`src/rtl/tdm_demux3.sv`:
```
// tdm_demux3: splits a 3-slot TDM stream into registered per-slot words with framing checks
module tdm_demux3 #(
  parameter int k = 4
) (
  input  logic         clk,
  input  logic         reset,
  input  logic [k-1:0] in_data,
  input  logic         in_valid,
  input  logic         in_sof,
  output logic [k-1:0] y0,
  output logic [k-1:0] y1,
  output logic [k-1:0] y2,
  output logic [2:0]   exp_slot,
  output logic         frame_valid,
  output logic         sync_err,
  output logic [7:0]   frame_count
);
  localparam logic [1:0] HUNT = 2'd0, S1 = 2'd1, S2 = 2'd2;
  logic [1:0]   state;
  logic [k-1:0] shadow0, shadow1;
  assign exp_slot = state == S1 ? 3'b010 : state == S2 ? 3'b100 : 3'b001;
  always_ff @(posedge clk) begin
    if (reset) begin
      state       <= HUNT;
      shadow0     <= '0;
      shadow1     <= '0;
      y0          <= '0;
      y1          <= '0;
      y2          <= '0;
      frame_valid <= 1'b0;
      sync_err    <= 1'b0;
      frame_count <= 8'd0;
    end else begin
      frame_valid <= 1'b0;
      sync_err    <= 1'b0;
      if (in_valid) begin
        if (in_sof) begin
          // an SOF mid-frame abandons the partial frame and restarts at slot 0
          shadow0  <= in_data;
          sync_err <= state != HUNT;
          state    <= S1;
        end else if (state == S1) begin
          shadow1 <= in_data;
          state   <= S2;
        end else if (state == S2) begin
          y0          <= shadow0;
          y1          <= shadow1;
          y2          <= in_data;
          frame_valid <= 1'b1;
          frame_count <= frame_count + 8'd1;
          state       <= HUNT;
        end else begin
          state <= HUNT;
        end
      end
    end
  end
endmodule

```
`config.mk`:
```
export PLATFORM = sky130hd
export DESIGN_NAME = tdm_demux3
export DESIGN_NICKNAME = d
export VERILOG_FILES = /design/src/rtl/tdm_demux3.sv
export SDC_FILE = /design/constraint.sdc
export NUM_CORES = 1
export LEC_CHECK = 0
export ABC_CLOCK_PERIOD_IN_PS = 3700
export CORE_AREA = 2 2 60 62
export CTS_CLUSTER_DIAMETER = 80
export DETAILED_ROUTE_END_ITERATION = 10
export DIE_AREA = 0 0 62 64
export DONT_BUFFER_PORTS = 1
export GPL_TIMING_DRIVEN = 0
export PLACE_DENSITY_LB_ADDON = 0.2
export SETUP_SLACK_MARGIN = 0.5
export SLEW_MARGIN = 20
export SYNTH_ARGS = -nofsm -noshare
export SYNTH_HDL_FRONTEND = slang
export SYNTH_SLANG_ARGS = --single-unit
```
`constraint.sdc`:
```
create_clock -name clk -period 3.7 [get_ports clk]
set_input_delay 0.925 -clock clk [delete_from_list [all_inputs] [get_ports clk]]
set_output_delay 0.925 -clock clk [all_outputs]
set_load 0.02 [all_outputs]
```
==> impl_metrics.csv, run 1 <==
group,metric,value,unit
clocking,cts.hold.buffers_added,0,
run_status,status,"finished clean",
grt,grt_antenna_before_repair,0,
clocking,ctsHtreeMaxLevel,2,
sta,finalSetupViolCount,0,
setup_path,worstPathMaxFanout,3,
cells_and_area,diodes,0,
floorplanning,die_x,62,um
sta,skew,0.01010,ns
floorplanning,fp-row-count,21,
sta,tns,0,ns
sta,slew_headroom,0.6689,
yosys,synthesis.area,1265,um^2
routing,drtIter0Drc,41,
sta,fmax,466.6,MHz
placed_design,gp_congestion,0.7233,
clocking,post_cts_buffers,0,
grt,grt_overflow,0,
yosys,synth.net_count,155,
yosys,synth_ff_type,"dfxtp_1",
yosys,syn_avg_cell_area,8.846,um^2
floorplanning,num_io_pins,33,
yosys,synth_xor_area_frac,0.006924,
run,drv_cap,0,
routing,ant_nets,0,
grt,grt_start_max_net_pins,11,
clocking,cts_tree,"built",
yosys,synth_edf_count,0,
yosys,synth_top_family_by_area,"simple AND/OR/NAND/NOR gates",
floorplanning,fp.dieH,64,um
floorplanning,core-area,3284,um^2
cells_and_area,nNetsFinal,162,
power_and_ir_drop,ir_drop,0.1539,mV
placed_design,portBuffers,0,
setup_path,cp.arrival,1.22,ns
clocking,cts_buffers,5,
hold_path,min_path_type,"reg -> reg",
placed_design,dp_hpwl,1891,um
routing,vias_per_cell,5.138,
yosys,synthAdderAreaFrac,0.03956,
sta,rsz0062_at_grt,"no",
floorplanning,dieArea,3968,um^2
setup_path,end_kind,"output port",
cells_and_area,syn2layout_area_growth,8.209,%
sta,period_share,0.5792,
yosys,yosysUniqueCellTypes,24,
clocking,clock_latency,0.33,ns
clocking,cts_resized,0,
clocking,cts_sinks,32,
routing,drc_errors,0,
yosys,yosysSeqAreaShare,0.5064,
grt,grt_pass1_vias,947,
sta,fin_crit,2.143,ns
placed_design,pre_cts_ws,1.591,ns
clocking,clock-root-buffer,"clkbuf_4",
yosys,synth-compound-area-share,0.1246,
cells_and_area,drive_gt1_frac,0.07333,
yosys,yosys.area_share.simple,0.2324,
power_and_ir_drop,cellLeakagePower,0.4838,nW
yosys,synthArstFlopShare,0,
clocking,clockBufferDepth,2,
clocking,clk_pin_slew_worst_paths,0.09,ns
yosys,synth_warnings,0,
sta,slew_viol_final,0,
floorplanning,start_util,0.3851,
routing,via_count,1007,
setup_path,path_class,"reg -> out",
sta,hold_violations,0,
setup_path,start_kind,"register",
yosys,synthCells,143,
yosys,muxShareOfSynthArea,0.04055,
routing,detail_route.wl_per_cell,13.44,um
routing,finalWirelength,2634,um
yosys,yosys_register_bits,32,
sta,finalWorstSetupSlack,1.557,ns
grt,grt_pass1_wl,4326,um
sta,worstMarginPinSlew,0.4967,ns
routing,dr.pass1.iters,4,
grt,grt_util_all_layers,0.1483,
power_and_ir_drop,powerDensity,405.7,nW/um^2
setup_path,worst_ep_required_time,2.77,ns
[final timing paths]
| path | start | endpoint | slack (ns) | depth (start not counted) |
|---|---|---|---|---|
| min | shadow0[1] | y0[1] | 0.46 | 2 |
| max reg2reg | state[1] | frame_count[3] | 1.80 | 6 |
| max | state[0] | exp_slot[0] | 1.56 | 3 |
| min reg2reg | shadow0[1] | y0[1] | 0.46 | 2 |
[worst max-delay path, stage by stage (launching register included)]
cell	delay, ns
dfxtp_1	0.37
inv_1	0.09
ha_1	0.28
inv_1	0.16
[metal layers]
layer	GRT usage	vias to the layer above	wire, um
li1	-	500	-
met1	0.1713	471	1151
met2	0.2227	31	1217
met3	0.08502	5	222
met4	0.05585	0	42
met5	0	-	0
[layout by cell type (no fill, tap or decap), types with 4 or more instances in the layout]
| cell | instances |
|---|---|
| inv_1 | 4 |
| o31ai_1 | 4 |
| nand2_1 | 33 |
| clkbuf_4 | 5 |
| dfxtp_1 | 32 |
| clkbuf_1 | 6 |
| mux2i_1 | 4 |
| nor2_1 | 7 |
| ha_1 | 4 |
| a21oi_1 | 24 |
| or4_1 | 4 |
| nand3_1 | 6 |
[cell type report]
| cell class | count | area, um^2 |
|---|---|---|
| well taps | 46 | 57.56 |
| clock buffers | 6 | 41.29 |
| flip-flops and latches | 32 | 640.6 |
| fillers | 342 | 1916 |
| plain buffers | 9 | 47.55 |
| clock inverters | 1 | 5.005 |
| multi-input cells | 98 | 561.8 |
| inverters | 4 | 15.01 |
[Yosys cell counts, types with 2 or more instances]
cell | n | area (um^2)
buf_2 | 2 | 10.01
nand3_1 | 6 | 30.03
mux2i_1 | 4 | 40.04
dfxtp_1 | 32 | 640.6
nand4_1 | 2 | 12.51
or4_1 | 4 | 30.03
nor2_1 | 7 | 26.28
inv_1 | 4 | 15.01
a21oi_1 | 24 | 120.1
clkbuf_1 | 5 | 18.77
nand2b_1 | 2 | 12.51
nand2_1 | 33 | 123.9
ha_1 | 4 | 50.05
o31ai_1 | 4 | 30.03
[power by group]
group	internal, mW	total (mW)	switching [mW]
Clock	0.0699	0.180	0.110
Combinational	0.00831	0.0247	0.0164
Sequential	0.348	0.351	0.00277
Total	0.426	0.555	0.129
[metrics by stage]
stage	hold WS [ns]	power, mW	cell area [um^2]	utilization	std cells
after floorplan	0.4315	0.3781	1265	-	143
after global placement	0.4423	0.3831	1323	0.4027	189
after detailed placement	0.4508	0.3841	1323	0.4027	189
after CTS	0.4642	0.5630	1369	0.4168	196
after global routing	0.4790	0.5831	1369	0.4168	196
final	0.4620	0.5553	1369	0.4168	196
[flip-flops by register name, indices dropped and copies added, names as in the netlist]
name         cells
shadow0          4
state            2
y2               4
frame_count      8
sync_err         1
y0               4
y1               4
frame_valid      1
shadow1          4
[cells by family after synthesis]
kind of cell	count (synthesis)
compound gates	29
xor+xnor	1
fa+ha+maj	4
buf+inv	13
flops	32
mux	5
simple gates	59
Note: power is estimated with default switching activity, not from simulation.
==> run 2: changes to the inputs <==
- ABC_CLOCK_PERIOD_IN_PS: 3700 -> 1850
- clock period: 3.7 -> 1.85 ns (I/O delays scaled with it)
==> run 2 against run 1 <==
  * Total power rose by 120%
  * Combinational power rose to 2.6 times the previous value
  * Clock-buffer cell count rose by 1
  * Sequential power up 99%
  * Critical path depth up 3
  * Largest cell class is now multi-input combinational cells
  * Highest routed layer unchanged
  * First-iteration DRC count is 17% higher
==> impl_metrics.csv, run 2 (synthesis results as in run 1) <==
group,metric,value,unit
grt,grt_overflow,0,
placed_design,gp_congestion,0.6942,
floorplanning,start_util,0.3851,
sta,holdWs,0.2594,ns
routing,dr.pass1.iters,4,
run,drv_cap,0,
routing,via_count,1051,
cells_and_area,stdcell_count,209,
floorplanning,dieArea,3968,um^2
grt,grt_antenna_before_repair,0,
setup_path,critPathTopFamily,"simple AND/OR/NAND/NOR gates",
clocking,cts_tree,"built",
setup_path,critPathLaunch,"state[1]",
routing,drtIter0Drc,48,
floorplanning,fp-row-count,21,
setup_path,crit_chain,"inv_4 -> ha_4 -> nand4bb_4 -> buf_6 -> or4_4 -> a21oi_2",
sta,hold_violations,0,
cells_and_area,layout_common_cells,"28 x dfxtp_1, 24 x nand2_1, 22 x a21oi_1, 9 x buf_4, 9 x nand2_2",
sta,finalWorstSetupSlack,0.2762,ns
cells_and_area,largest_reg_flops,8,
cells_and_area,nNetsFinal,175,
grt,grt_start_max_net_pins,11,
grt,grt_pass1_wl,4616,um
sta,skew,0.003712,ns
setup_path,path_class,"reg -> reg",
hold_path,min_path_type,"in -> reg",
placed_design,dp_hpwl,1888,um
routing,detail_route.wl_per_cell,14.28,um
setup_path,r2r_start,"state[1]",
routing,vias_per_cell,5.029,
setup_path,max_stage_delay,0.41,ns
sta,fmax,635.4,MHz
clocking,clockBufferDepth,2,
routing,ant_nets,0,
sta,fin_crit,1.574,ns
sta,slew_viol_final,0,
setup_path,reg2reg_slack,0.28,ns
cells_and_area,final_common_cell,"dfxtp_1",
floorplanning,core-area,3284,um^2
clocking,cts_buffers,5,
setup_path,reg2reg_depth,6,
floorplanning,fp.dieH,64,um
setup_path,worstPathMaxFanout,6,
clocking,clock_latency,0.32,ns
grt,grt_util_all_layers,0.1575,
setup_path,start_kind,"register",
placed_design,pre_cts_ws,0.2365,ns
floorplanning,die_x,62,um
setup_path,endpoint,"frame_count[3]",
cells_and_area,syn2layout_area_growth,33.23,%
setup_path,critPathBufInv,2,
setup_path,end_kind,"register",
sta,slew_headroom,0.6402,
sta,finalSetupViolCount,0,
clocking,clk_pin_slew_worst_paths,0.09,ns
run_status,status,"finished clean",
sta,rsz0062_at_grt,"yes",
sta,period_share,0.8507,
cells_and_area,design_area,1685,um^2
setup_path,worst_ep_required_time,2.10,ns
setup_path,cp.arrival,1.82,ns
sta,tns,0,ns
setup_path,cp_num_cells,6,
hold_path,hold_depth,2,
setup_path,timing.rr.end,"frame_count[3]",
placed_design,dp_cells,189,
placed_design,portBuffers,0,
cells_and_area,diodes,0,
placed_design,placed_cell_area,1364,um^2
cells_and_area,drive_gt1_frac,0.3313,
sta,worstMarginPinSlew,0.5397,ns
clocking,cts_sinks,32,
power_and_ir_drop,ir_drop,0.4067,mV
clocking,ctsHtreeMaxLevel,2,
setup_path,crit_slowest_cell,"or4_4",
grt,grt_pass1_vias,998,
power_and_ir_drop,cellLeakagePower,0.5992,nW
clocking,clock-root-buffer,"clkbuf_4",
floorplanning,num_io_pins,33,
cells_and_area,top_register,"frame_count",
power_and_ir_drop,powerDensity,708.4,nW/um^2
routing,drc_errors,0,
routing,finalWirelength,2985,um
-- run 2: changes by cell type in the layout (fill, tap and decap cells not counted), sizes merged --
cell	delta
buf	+12
clkbuf	+2
clkinv	-1
-- run 2: final cells by class --
type                    count  area (um^2)
fillers                   324         1599
multi-input cells          98        668.1
flip-flops and latches     32        653.1
repair buffers             13        133.9
plain buffers               9        85.08
clock buffers               7        65.06
well taps                  46        57.56
inverters                   4        22.52
-- run 2: worst min path at each step --
stage | from | end | slack, ns
4_1_cts | in_data[3] | y2[3] | 0.26
2_1_floorplan | shadow1[3] | y1[3] | 0.43
3_5_place_dp | shadow1[3] | y1[3] | 0.45
5_1_grt | in_data[1] | y2[1] | 0.25
6_report | in_data[1] | y2[1] | 0.26
3_3_place_gp | shadow0[2] | y0[2] | 0.44
-- run 2: per-layer routing --
layer	vias to the layer above	routed length (um)	GRT usage
met5	-	0	0
met4	0	18	0.03989
met3	2	215	0.07287
met2	29	1439	0.2396
met1	492	1312	0.1990
li1	528	-	-
-- run 2: per-stage QoR --
step                power (mW)  utilization
global route             1.246       0.5131
CTS                      1.203       0.4777
detailed placement      0.7712       0.4152
finish                   1.194       0.5131
global placement        0.7690       0.4152
floorplan               0.7588            -
-- run 2: what timing repair did --
action | CTS | global route
endpoints found under the setup margin | 20 | 28
resized for setup | 15 | 22
hold buffers | 0 | 0
pin swaps | 4 | 5
gates cloned | 1 | 1
buffers inserted | 9 | 2
-- run 2: power breakdown --
part	total (mW)	leakage (nW)	switching, mW	internal (mW)
Combinational	0.0630	0.301	0.0372	0.0258
Sequential	0.700	0.261	0.00754	0.693
Clock	0.430	0.0374	0.215	0.215
==> run 3: changes to the inputs <==
- CORE_AREA: 2 2 60 62 -> 2 2 71 53
- DIE_AREA: 0 0 62 64 -> 0 0 73 55
==> run 3 against run 2 <==
  * Sequential share of layout area rose by 2.3 points
  * Total power rose by 8.6%
  * Largest cell class is now registers
  * Highest routed layer unchanged
  * Combinational power down 8.4%
==> impl_metrics.csv, run 3 (synthesis results as in run 1) <==
group,metric,value,unit
grt,grt_start_max_net_pins,11,
power_and_ir_drop,cellLeakagePower,0.5644,nW
routing,vias_per_cell,5.159,
routing,dr.pass1.iters,4,
routing,wl_met3,209,um
floorplanning,num_io_pins,33,
clocking,cts_buffers,5,
sta,fin_crit,1.585,ns
floorplanning,die_x,73,um
clocking,clock-root-buffer,"clkbuf_8",
routing,met1_length,1334,um
sta,tns,0,ns
setup_path,start_kind,"register",
clocking,ctsHtreeMaxLevel,2,
hold_path,hold_depth,2,
power_and_ir_drop,ir_drop,0.3499,mV
sta,hold_violations,0,
sta,period_share,0.8566,
setup_path,worst_ep_required_time,2.05,ns
setup_path,cp.arrival,1.79,ns
sta,worstMarginPinSlew,0.5515,ns
floorplanning,start_util,0.3770,
run_status,status,"finished clean",
sta,rsz0062_at_grt,"yes",
sta,fmax,631.0,MHz
run,drv_cap,0,
sta,finalSetupViolCount,0,
sta,holdWs,0.3228,ns
cells_and_area,stdcell_count,201,
cells_and_area,largest_reg_flops,8,
clocking,cts.hold.buffers_added,0,
routing,routed.top_layer,"met4",
floorplanning,fp.dieH,55,um
cells_and_area,nFillCells,327,
clocking,cts_sinks,32,
cells_and_area,top_register,"frame_count",
floorplanning,core-area,3356,um^2
placed_design,portBuffers,0,
cells_and_area,layout_common_cells,"29 x nand2_1, 25 x dfxtp_1, 20 x a21oi_1, 10 x buf_4, 7 x nor2_1",
routing,dr_wl_met2,1254,um
clocking,clk_pin_slew_worst_paths,0.06,ns
cells_and_area,diodes,0,
grt,grt_antenna_before_repair,0,
grt,grt_pass1_vias,932,
cells_and_area,final_common_cell,"nand2_1",
floorplanning,fp-row-count,18,
routing,detail_route.wl_per_cell,14.28,um
clocking,cts_tree,"built",
setup_path,path_class,"reg -> reg",
cells_and_area,syn2layout_area_growth,26.90,%
clocking,clockBufferDepth,2,
setup_path,end_kind,"register",
setup_path,worstPathMaxFanout,6,
placed_design,gp_congestion,0.7525,
setup_path,critPathLaunch,"state[1]",
floorplanning,dieArea,4015,um^2
hold_path,min-delay-start,"in_data[0]",
routing,drc_errors,0,
clocking,clock_latency,0.28,ns
cells_and_area,drive_gt1_frac,0.2857,
sta,skew,0.001999,ns
grt,grt_overflow,0,
hold_path,min_path_type,"in -> reg",
routing,ant_nets,0,
placed_design,dp_cells,183,
cells_and_area,nNetsFinal,172,
routing,drtIter0Drc,30,
placed_design,dp_hpwl,1969,um
setup_path,reg2reg_depth,6,
routing,finalWirelength,2870,um
grt,grt_pass1_wl,4429,um
sta,slew_headroom,0.6323,
setup_path,r2r_start,"state[1]",
routing,via_count,1037,
power_and_ir_drop,powerDensity,807.4,nW/um^2
sta,slew_viol_final,0,
grt,grt_util_all_layers,0.1542,
-- run 3: changes by cell type in the layout (fill, tap and decap cells not counted), moves of 3 or more --
cell,previous run,this run
clkbuf_4,5,0
nand2_1,24,29
nand2_2,9,4
clkbuf_8,2,6
dfxtp_1,28,25
-- run 3: repair_timing --
action	4_1_cts	5_1_grt
pin swaps	1	1
setup endpoints to repair	20	28
buffers inserted	5	4
resized for setup	14	16
gates cloned	0	1
-- run 3: layout make-up --
class / instances / area, um^2 / area share
multi-input cells: 98 / 639.4 / 0.3983
well taps: 40 / 50.05 / 0.03118
clock buffers: 8 / 90.09 / 0.05612
inverters: 4 / 20.02 / 0.01247
plain buffers: 9 / 67.56 / 0.04209
flip-flops and latches: 32 / 659.4 / 0.4108
repair buffers: 10 / 78.83 / 0.04910
-- run 3: stage by stage --
stage          setup WS [ns]  cell area, um^2  total power [mW]  utilization
5_1_grt               0.1873             1605             1.358       0.4784
4_1_cts               0.2693             1513             1.312       0.4508
6_report              0.2652             1605             1.296       0.4784
3_3_place_gp          0.2767             1356            0.7694       0.4042
3_5_place_dp          0.2527             1356            0.7708       0.4042
2_1_floorplan         0.3652             1306            0.7588            -
-- run 3: where the power goes --
part	internal [mW]	switching [mW]	total [mW]
Clock	0.303	0.236	0.539
Sequential	0.692	0.00724	0.700
Combinational	0.0221	0.0356	0.0577
Total	1.02	0.279	1.30
-- run 3: layer usage --
layer,GRT usage,up-vias
li1,-,521
met1,0.1806,475
met2,0.2342,32
met3,0.06522,9
met4,0.1019,0
met5,0,-
-- run 3: final timing paths --
check / to / slack (ns)
setup / recovery: frame_count[3] / 0.27
hold reg to reg: y1[2] / 0.45
hold / removal: y2[0] / 0.32
setup reg to reg: frame_count[3] / 0.27
-- run 3: critical path, cell delays in order (launching register included) --
cell and delay (ns):
dfxtp_4 0.38, inv_4 0.04, ha_4 0.18, nand4bb_4 0.22, buf_6 0.15, or4_1 0.42
a21oi_2 0.12
